==> src/rtl/msrv32_writeback_unit.sv <==
// Write-back stage: selects the retiring result, aligns and extends loads,
// and waits for the data-memory acknowledge with a bounded timeout.
module msrv32_writeback_unit #(
    parameter int unsigned LOAD_TIMEOUT = 16
) (
    input  logic        ms_riscv32_mp_clk_in,
    input  logic        ms_riscv32_mp_rst_in,
    input  logic        valid_in,
    input  logic [4:0]  rd_addr_in,
    input  logic [1:0]  wb_sel_in,
    input  logic [31:0] alu_result_in,
    input  logic [31:0] pc_plus_4_in,
    input  logic [31:0] csr_data_in,
    input  logic [1:0]  load_size_in,
    input  logic        load_unsigned_in,
    input  logic [1:0]  addr_lsb_in,
    input  logic [31:0] ms_riscv32_mp_dmdata_in,
    input  logic        dmem_ack_in,
    output logic        stall_out,
    output logic [4:0]  rd_addr_out,
    output logic [31:0] rd_out,
    output logic        wr_en_out,
    output logic        misaligned_load_out,
    output logic        bus_error_out
);

    localparam int unsigned CW = $clog2(LOAD_TIMEOUT) + 1;
    localparam logic [CW-1:0] CntLast = CW'(LOAD_TIMEOUT - 1);

    typedef enum logic [0:0] {StIdle, StLoadWait} state_t;

    state_t        state_q, state_d;
    logic [CW-1:0] cnt_q, cnt_d;
    logic [4:0]    ld_rd_q, ld_rd_d;
    logic [1:0]    ld_size_q, ld_size_d;
    logic          ld_uns_q, ld_uns_d;
    logic [1:0]    ld_lsb_q, ld_lsb_d;

    logic          stall_q, stall_d;
    logic          wr_en_q, wr_en_d;
    logic [4:0]    rd_addr_q, rd_addr_d;
    logic [31:0]   rd_q, rd_d;
    logic          mis_q, mis_d;
    logic          berr_q, berr_d;

    logic [31:0]   sel_result;
    logic          misaligned;
    logic [31:0]   shifted;
    logic [31:0]   load_data;

    always_comb begin
        unique case (wb_sel_in)
            2'b00:   sel_result = alu_result_in;
            2'b10:   sel_result = pc_plus_4_in;
            2'b11:   sel_result = csr_data_in;
            default: sel_result = alu_result_in;
        endcase
    end

    // Sizes 10 and 11 are both word accesses.
    assign misaligned = ((load_size_in == 2'b01) && addr_lsb_in[0]) ||
                        (load_size_in[1] && (addr_lsb_in != 2'b00));

    assign shifted = ms_riscv32_mp_dmdata_in >> {ld_lsb_q, 3'b000};

    always_comb begin
        unique case (ld_size_q)
            2'b00:   load_data = ld_uns_q ? {24'b0, shifted[7:0]}
                                          : {{24{shifted[7]}}, shifted[7:0]};
            2'b01: begin
                if (ld_lsb_q[1]) begin
                    load_data = ld_uns_q ? {16'b0, ms_riscv32_mp_dmdata_in[31:16]}
                                         : {{16{ms_riscv32_mp_dmdata_in[31]}},
                                            ms_riscv32_mp_dmdata_in[31:16]};
                end else begin
                    load_data = ld_uns_q ? {16'b0, ms_riscv32_mp_dmdata_in[15:0]}
                                         : {{16{ms_riscv32_mp_dmdata_in[15]}},
                                            ms_riscv32_mp_dmdata_in[15:0]};
                end
            end
            default: load_data = ms_riscv32_mp_dmdata_in;
        endcase
    end

    always_comb begin
        state_d   = state_q;
        cnt_d     = cnt_q;
        ld_rd_d   = ld_rd_q;
        ld_size_d = ld_size_q;
        ld_uns_d  = ld_uns_q;
        ld_lsb_d  = ld_lsb_q;
        wr_en_d   = 1'b0;
        rd_addr_d = rd_addr_q;
        rd_d      = rd_q;
        mis_d     = 1'b0;
        berr_d    = 1'b0;

        unique case (state_q)
            StIdle: begin
                if (valid_in) begin
                    if (wb_sel_in != 2'b01) begin
                        wr_en_d   = (rd_addr_in != 5'd0);
                        rd_addr_d = rd_addr_in;
                        rd_d      = sel_result;
                    end else if (misaligned) begin
                        mis_d = 1'b1;
                    end else begin
                        ld_rd_d   = rd_addr_in;
                        ld_size_d = load_size_in;
                        ld_uns_d  = load_unsigned_in;
                        ld_lsb_d  = addr_lsb_in;
                        cnt_d     = '0;
                        state_d   = StLoadWait;
                    end
                end
            end
            StLoadWait: begin
                // Acknowledge takes priority over the timeout.
                if (dmem_ack_in) begin
                    wr_en_d   = (ld_rd_q != 5'd0);
                    rd_addr_d = ld_rd_q;
                    rd_d      = load_data;
                    cnt_d     = '0;
                    state_d   = StIdle;
                end else if (cnt_q == CntLast) begin
                    berr_d  = 1'b1;
                    cnt_d   = '0;
                    state_d = StIdle;
                end else begin
                    cnt_d = cnt_q + CW'(1);
                end
            end
            default: state_d = StIdle;
        endcase

        stall_d = (state_d == StLoadWait);
    end

    always_ff @(posedge ms_riscv32_mp_clk_in) begin
        if (ms_riscv32_mp_rst_in) begin
            state_q   <= StIdle;
            cnt_q     <= '0;
            ld_rd_q   <= '0;
            ld_size_q <= '0;
            ld_uns_q  <= 1'b0;
            ld_lsb_q  <= '0;
            stall_q   <= 1'b0;
            wr_en_q   <= 1'b0;
            rd_addr_q <= '0;
            rd_q      <= '0;
            mis_q     <= 1'b0;
            berr_q    <= 1'b0;
        end else begin
            state_q   <= state_d;
            cnt_q     <= cnt_d;
            ld_rd_q   <= ld_rd_d;
            ld_size_q <= ld_size_d;
            ld_uns_q  <= ld_uns_d;
            ld_lsb_q  <= ld_lsb_d;
            stall_q   <= stall_d;
            wr_en_q   <= wr_en_d;
            rd_addr_q <= rd_addr_d;
            rd_q      <= rd_d;
            mis_q     <= mis_d;
            berr_q    <= berr_d;
        end
    end

    assign stall_out           = stall_q;
    assign wr_en_out           = wr_en_q;
    assign rd_addr_out         = rd_addr_q;
    assign rd_out              = rd_q;
    assign misaligned_load_out = mis_q;
    assign bus_error_out       = berr_q;

endmodule

==> config.mk <==
export PLATFORM = sky130hd
export DESIGN_NAME = msrv32_writeback_unit
export DESIGN_NICKNAME = d
export VERILOG_FILES = /design/src/rtl/msrv32_writeback_unit.sv
export SDC_FILE = /design/constraint.sdc
export NUM_CORES = 1
export LEC_CHECK = 0
export CORE_MARGIN = 2
export CORE_UTILIZATION = 40
export DETAILED_ROUTE_END_ITERATION = 10
export PLACE_DENSITY = 0.81
export RECOVER_POWER = 100
export SYNTH_ARGS = -nofsm -noshare
export SYNTH_HDL_FRONTEND = slang
export SYNTH_SLANG_ARGS = --single-unit
==> constraint.sdc <==
create_clock -name ms_riscv32_mp_clk_in -period 1.7 [get_ports ms_riscv32_mp_clk_in]
set_input_delay 0.17 -clock ms_riscv32_mp_clk_in [delete_from_list [all_inputs] [get_ports ms_riscv32_mp_clk_in]]
set_output_delay 0.17 -clock ms_riscv32_mp_clk_in [all_outputs]
set_load 0.02 [all_outputs]
==> results of run 1 <==
-- cells by family after synthesis --
group,count (synthesis),synth area share
fa+ha+maj,1,0.00349
simple gates,129,0.175
buf+inv,48,0.0640
mux,64,0.192
flops,56,0.313
compound gates,120,0.252
-- through the flow --
stage / hold WS (ns) / worst slack (ns)
detailed placement: 0.459 / -0.327
finish: 0.407 / 0.0651
global route: 0.412 / 0.00398
global placement: 0.451 / -0.287
CTS: 0.396 / 0.0345
floorplan: 0.314 / 0.0871
-- Yosys cell counts (2+ instances only) --
master,n,area [um2]
a221o_1,8,80.1
or4_1,2,15.0
a211oi_1,6,45.0
nand2b_1,5,31.3
mux2_4,2,30.0
buf_2,18,90.1
o211ai_1,17,128
a221oi_1,8,70.1
nor3_1,17,85.1
a32o_1,8,80.1
o22ai_1,16,100
a22o_1,16,140
inv_1,8,30.0
nand3_1,3,15.0
clkbuf_1,16,60.1
nor2b_1,3,18.8
nand2_1,36,135
dfxtp_1,56,1120
nor2_1,37,139
buf_1,2,7.51
mux2i_1,32,320
nand4_1,9,56.3
a21oi_1,28,140
mux2_2,30,338
nand3b_1,8,60.1
nor3b_1,2,15.0
a22oi_4,2,42.5
o21ai_0,4,20.0
buf_6,3,33.8
-- cells in the final DEF (no fill, tap or decap), types with 3 or more instances in the layout --
cell	synthesis	final
a211oi_1	6	6
a21oi_1	28	28
a221o_1	8	8
a221oi_1	8	8
a22o_1	16	16
a32o_1	8	8
buf_12	0	5
buf_4	1	27
clkbuf_8	0	5
clkdlybuf4s50_1	0	142
dfxtp_1	56	54
dlygate4sd3_1	0	40
inv_1	8	8
mux2_2	30	28
mux2i_1	32	32
nand2_1	36	36
nand2b_1	5	5
nand3_1	3	3
nand3b_1	8	8
nand4_1	9	9
nor2_1	37	36
nor2b_1	3	4
nor3_1	17	17
o211ai_1	17	17
o21ai_0	4	4
o22ai_1	16	14
-- path summary, 6_finish.rpt --
path	startpoint	endpoint	slack, ns	cells after the start
setup / recovery	ld_lsb_q[1]	rd_out[12]	0.07	5
hold / removal	wb_sel_in[0]	wr_en_out	0.41	5
setup reg to reg	ld_lsb_q[1]	rd_out[12]	0.07	5
hold reg to reg	rd_out[6]	rd_out[6]	0.48	1
-- repair_timing --
action | in CTS | in global routing
endpoints found under the setup margin | 18 | 7
gates resized for setup | 4 | 5
setup buffers | 0 | 0
-- layer usage --
metal,vias up,wire (um),global-route usage,share of wire
li1,1945,-,-,-
met1,1835,5280,0.307,0.42
met2,172,6050,0.439,0.48
met3,28,863,0.0447,0.069
met4,0,382,0.0917,0.030
met5,-,0,0,0
-- final cells by class --
type / count / area (um2) / share of cell area
multi-input cells: 314 / 2250 / 0.387
repair buffers: 220 / 2170 / 0.372
flip-flops and latches: 56 / 1120 / 0.193
well taps: 108 / 135 / 0.0232
clock buffers: 5 / 68.8 / 0.0118
clock inverters: 3 / 46.3 / 0.00795
inverters: 8 / 30.0 / 0.00516
-- power groups by stage --
stage	clock network (mW)	logic [mW]	registers, mW
finish	0.899	1.14	1.44
floorplan	0	0.414	1.56
CTS	0.918	1.16	1.44
global placement	0	1.13	1.47
global route	0.972	1.21	1.45
detailed placement	0	1.16	1.47
-- worst max-delay path: cells and delay by family, from the launching register on --
family | cells | cell delay [ns]
buf+inv | 1 | 0.19
flops | 1 | 0.41
compound gates | 3 | 0.56
mux | 1 | 0.37
-- sequential cells by signal, summed over array words and instances (netlist names) --
signal	cells
cnt_q	5
wr_en_out	1
stall_out	1
ld_uns_q	1
rd_addr_out	5
misaligned_load_out	1
rd_out	32
ld_size_q	2
ld_lsb_q	2
bus_error_out	1
ld_rd_q	5
==> out/qor.yml, run 1 <==
outcome: "finished, final reports clean"
cts.clk_slew.worst_paths_ns: 0.11
slowest_delay_ns: 0.41
ant_nets: 0
clkLatencyLatePin_ns: 0.31
crit_type: "register to register"
wl_per_cell_um: 17.6
numCtsBuffers: 5
max-clock-path-buffers: 2
startpoint_type: "register"
routabilityCongestion: 0.894
setup_viol: 0
gr-total-overflow: 0
avgSynthCellArea_um2: 8.56
finalCriticalPeriod_ns: 1.63
async_reset_ff_frac: 0
synth-edff-count: 0
rsz0062_at_grt: "no"
grt_usage: 0.250
drt-initial-drc-count: 111
p_total_mw: 3.47
synth_area_um2: 3580
drcViolationCount: 0
cp-end-kind: "register"
root_buffer: "clkbuf_8"
cts_sinks: 56
clock-skew-final_ns: 0.00528
cap_violations: 0
crit_slowest_cell: "dfxtp_2"
seq_power_share: 0.414
seq_area_frac_synth: 0.313
placed_cell_area_um2: 5690
clockPowerShare: 0.259
place_inst: 706
grt_pass1_vias: 4080
tightest_slew_ns: 0.668
yosys_warnings: 0
initial_core_util: 0.410
yosysUniqueCellTypes: 45
drive_gt1_frac: 0.142
placementRows: 34
synth_cells: 418
die_height_um: 98.6
nFillCells: 732
cp_cell_sequence: "buf_4 -> mux2_2 -> a21oi_1 -> a221oi_1 -> a221o_1"
finalSetupTns_ns: 0
vdd_ir_drop_max_v: 0.000365
htree_levels: 2
cts_hold_buf: 0
port_buffers: 184
ys_ff_latch: 56
antenna_found_initial: 0
intPower_mw: 2.49
cp_max_fo: 7
antennaDiodeCount: 0
core_area_um2: 8720
min_path_type: "input pin to register"
die_w_um: 98.6
postLayoutCellArea_um2: 5820
p_sw_frac: 0.283
dieArea_um2: 9720
cts_tree: "built"
firstDrtPassIters: 4
synth_flop_cell: "dfxtp_1"
clock.fmax_ghz: 0.612
drv_slew: 0
grt_max_degree: 53
fin_cells: 714
switchingPower_mw: 0.983
syn_nets: 563
cellLeakagePower_nw: 2.34
arrival_ns: 1.84
grt_pass1_wl_um: 19900
hold_violations: 0
area_growth_pct: 62.6
cp.required_ns: 1.91
ioPinCount: 185
post-route-period-util: 0.962
combinationalPowerShare: 0.327
vias_per_cell: 5.57
slew_headroom: 0.553
final_core_util: 0.668
wl_um: 12600
via_count: 3980
hpwl_um: 10200
power.density_nw_per_um2: 597
fin_nets: 750
(Power assumes the default switching activity.)
==> inputs of run 2 (changes only) <==
- CELL_PAD_IN_SITES_DETAIL_PLACEMENT: not set -> 1
- CELL_PAD_IN_SITES_GLOBAL_PLACEMENT: not set -> 1
- CORE_UTILIZATION: 40 -> 28
- PLACE_DENSITY: 0.81 -> 0.8
==> out/qor.yml, run 2 (synthesis gave the netlist of run 1 again) <==
outcome: "finished, final reports clean"
layout.cells.most_common_list: "142 x clkdlybuf4s50_1, 54 x dfxtp_1, 40 x dlygate4sd3_1"
fin_nets: 753
slowest_delay_ns: 0.45
power.density_nw_per_um2: 611
holdWs_ns: 0.470
grt_util_met2: 0.359
startpoint_type: "input pin"
die_height_um: 117
gr-total-overflow: 0
die_w_um: 117
min_path_type: "register to register"
numCtsBuffers: 5
hpwl_um: 11600
cts.clk_slew.worst_paths_ns: 0.07
grt_max_degree: 27
wl_per_cell_um: 18.1
finalCriticalPeriod_ns: 1.61
tightest_slew_ns: 0.530
core_area_um2: 12600
cts_hold_buf: 0
crit_type: "input pin to register"
final_common_cell: "clkdlybuf4s50_1"
busiest_layer: "met2"
cts_sinks: 56
post-route-period-util: 0.948
drcViolationCount: 0
antenna_found_initial: 2
slew_headroom: 0.645
grt_usage: 0.200
cp-end-kind: "register"
drive_gt1_frac: 0.153
layout_setup_ws_ns: 0.0891
routabilityCongestion: 0.909
dieArea_um2: 13700
via_count: 4033
root_buffer: "clkbuf_16"
wl_um: 14100
drt-initial-drc-count: 117
clkLatencyLatePin_ns: 0.29
placementRows: 41
cap_violations: 0
clock.fmax_ghz: 0.621
use_met1: 0.242
port_buffers: 184
pre_cts_ws_ns: -0.230
largest_reg_flops: 32
grt_pass1_wl_um: 21700
cts-resized-gates: 1
cp.required_ns: 1.89
clock-skew-final_ns: 0.00351
drv_slew: 0
cts_tree: "built"
crit_slowest_cell: "clkdlybuf4s50_1"
initial_core_util: 0.285
grtUsageMet3: 0.0443
hold_violations: 0
arrival_ns: 1.80
postCtsSetupBuffers: 0
ant_nets: 0
cp_cell_sequence: "clkdlybuf4s50_1 -> buf_4 -> buf_4 -> nor2b_1 -> nand4_1 -> buf_2 -> mux2i_1 -> nor2_1"
setup_viol: 0
area_growth_pct: 65.9
htree_levels: 2
vias_per_cell: 5.16
ioPinCount: 185
crit_top_cell: "buf_4"
cellLeakagePower_nw: 2.36
vdd_ir_drop_max_v: 0.000403
max-clock-path-buffers: 2
final_core_util: 0.472
grt_pass1_vias: 4360
cp_max_fo: 17
firstDrtPassIters: 4
==> run 2: through the flow <==
stage / power [mW] / cell area, um2 / setup TNS, ns / instances
after CTS: 3.71 / 5940 / 0 / 781
after detailed placement: 2.65 / 5790 / -7.71 / 773
final: 3.63 / 5940 / 0 / 782
after global routing: 3.82 / 5940 / -0.175 / 782
after global placement: 2.62 / 5790 / -6.63 / 773
after floorplan: 1.97 / 3580 / 0 / 418
==> run 2: cell type report <==
type,instances,area (um2)
Fill cell,1476,6630
Multi-Input combinational cell,314,2250
Timing Repair Buffer,223,2170
Sequential cell,56,1130
Tap cell,172,215
Clock buffer,6,139
Inverter,8,30.0
Clock inverter,2,10.0
Antenna cell,1,2.50
==> run 2: final timing paths <==
kind                                    from         end  slack, ns  cells after the start
worst max-delay path            wb_sel_in[1]    ld_uns_q       0.09                      8
worst min-delay path               rd_out[3]   rd_out[3]       0.47                      1
worst min register to register     rd_out[3]   rd_out[3]       0.47                      1
worst max register to register   ld_lsb_q[1]  rd_out[12]       0.09                      5
==> run 2: report_power, final <==
group	switching, mW	leakage (nW)	total, mW	internal [mW]
sequential	0.0507	0.460	1.44	1.39
combinational	0.494	1.83	1.14	0.648
clock	0.464	0.0766	1.05	0.582
==> run 2: critical path, delay by kind of cell <==
| kind | cells | cell delay (ns) |
|---|---|---|
| simple gates | 3 | 0.44 |
| mux | 1 | 0.17 |
| buf+inv | 4 | 1.02 |
==> run 2: routing by layer <==
layer / vias up / part of all wire
met2: 149 / 0.48
li1: 1959 / -
met4: 2 / 0.019
met3: 21 / 0.074
met5: - / 0.00092
met1: 1902 / 0.42
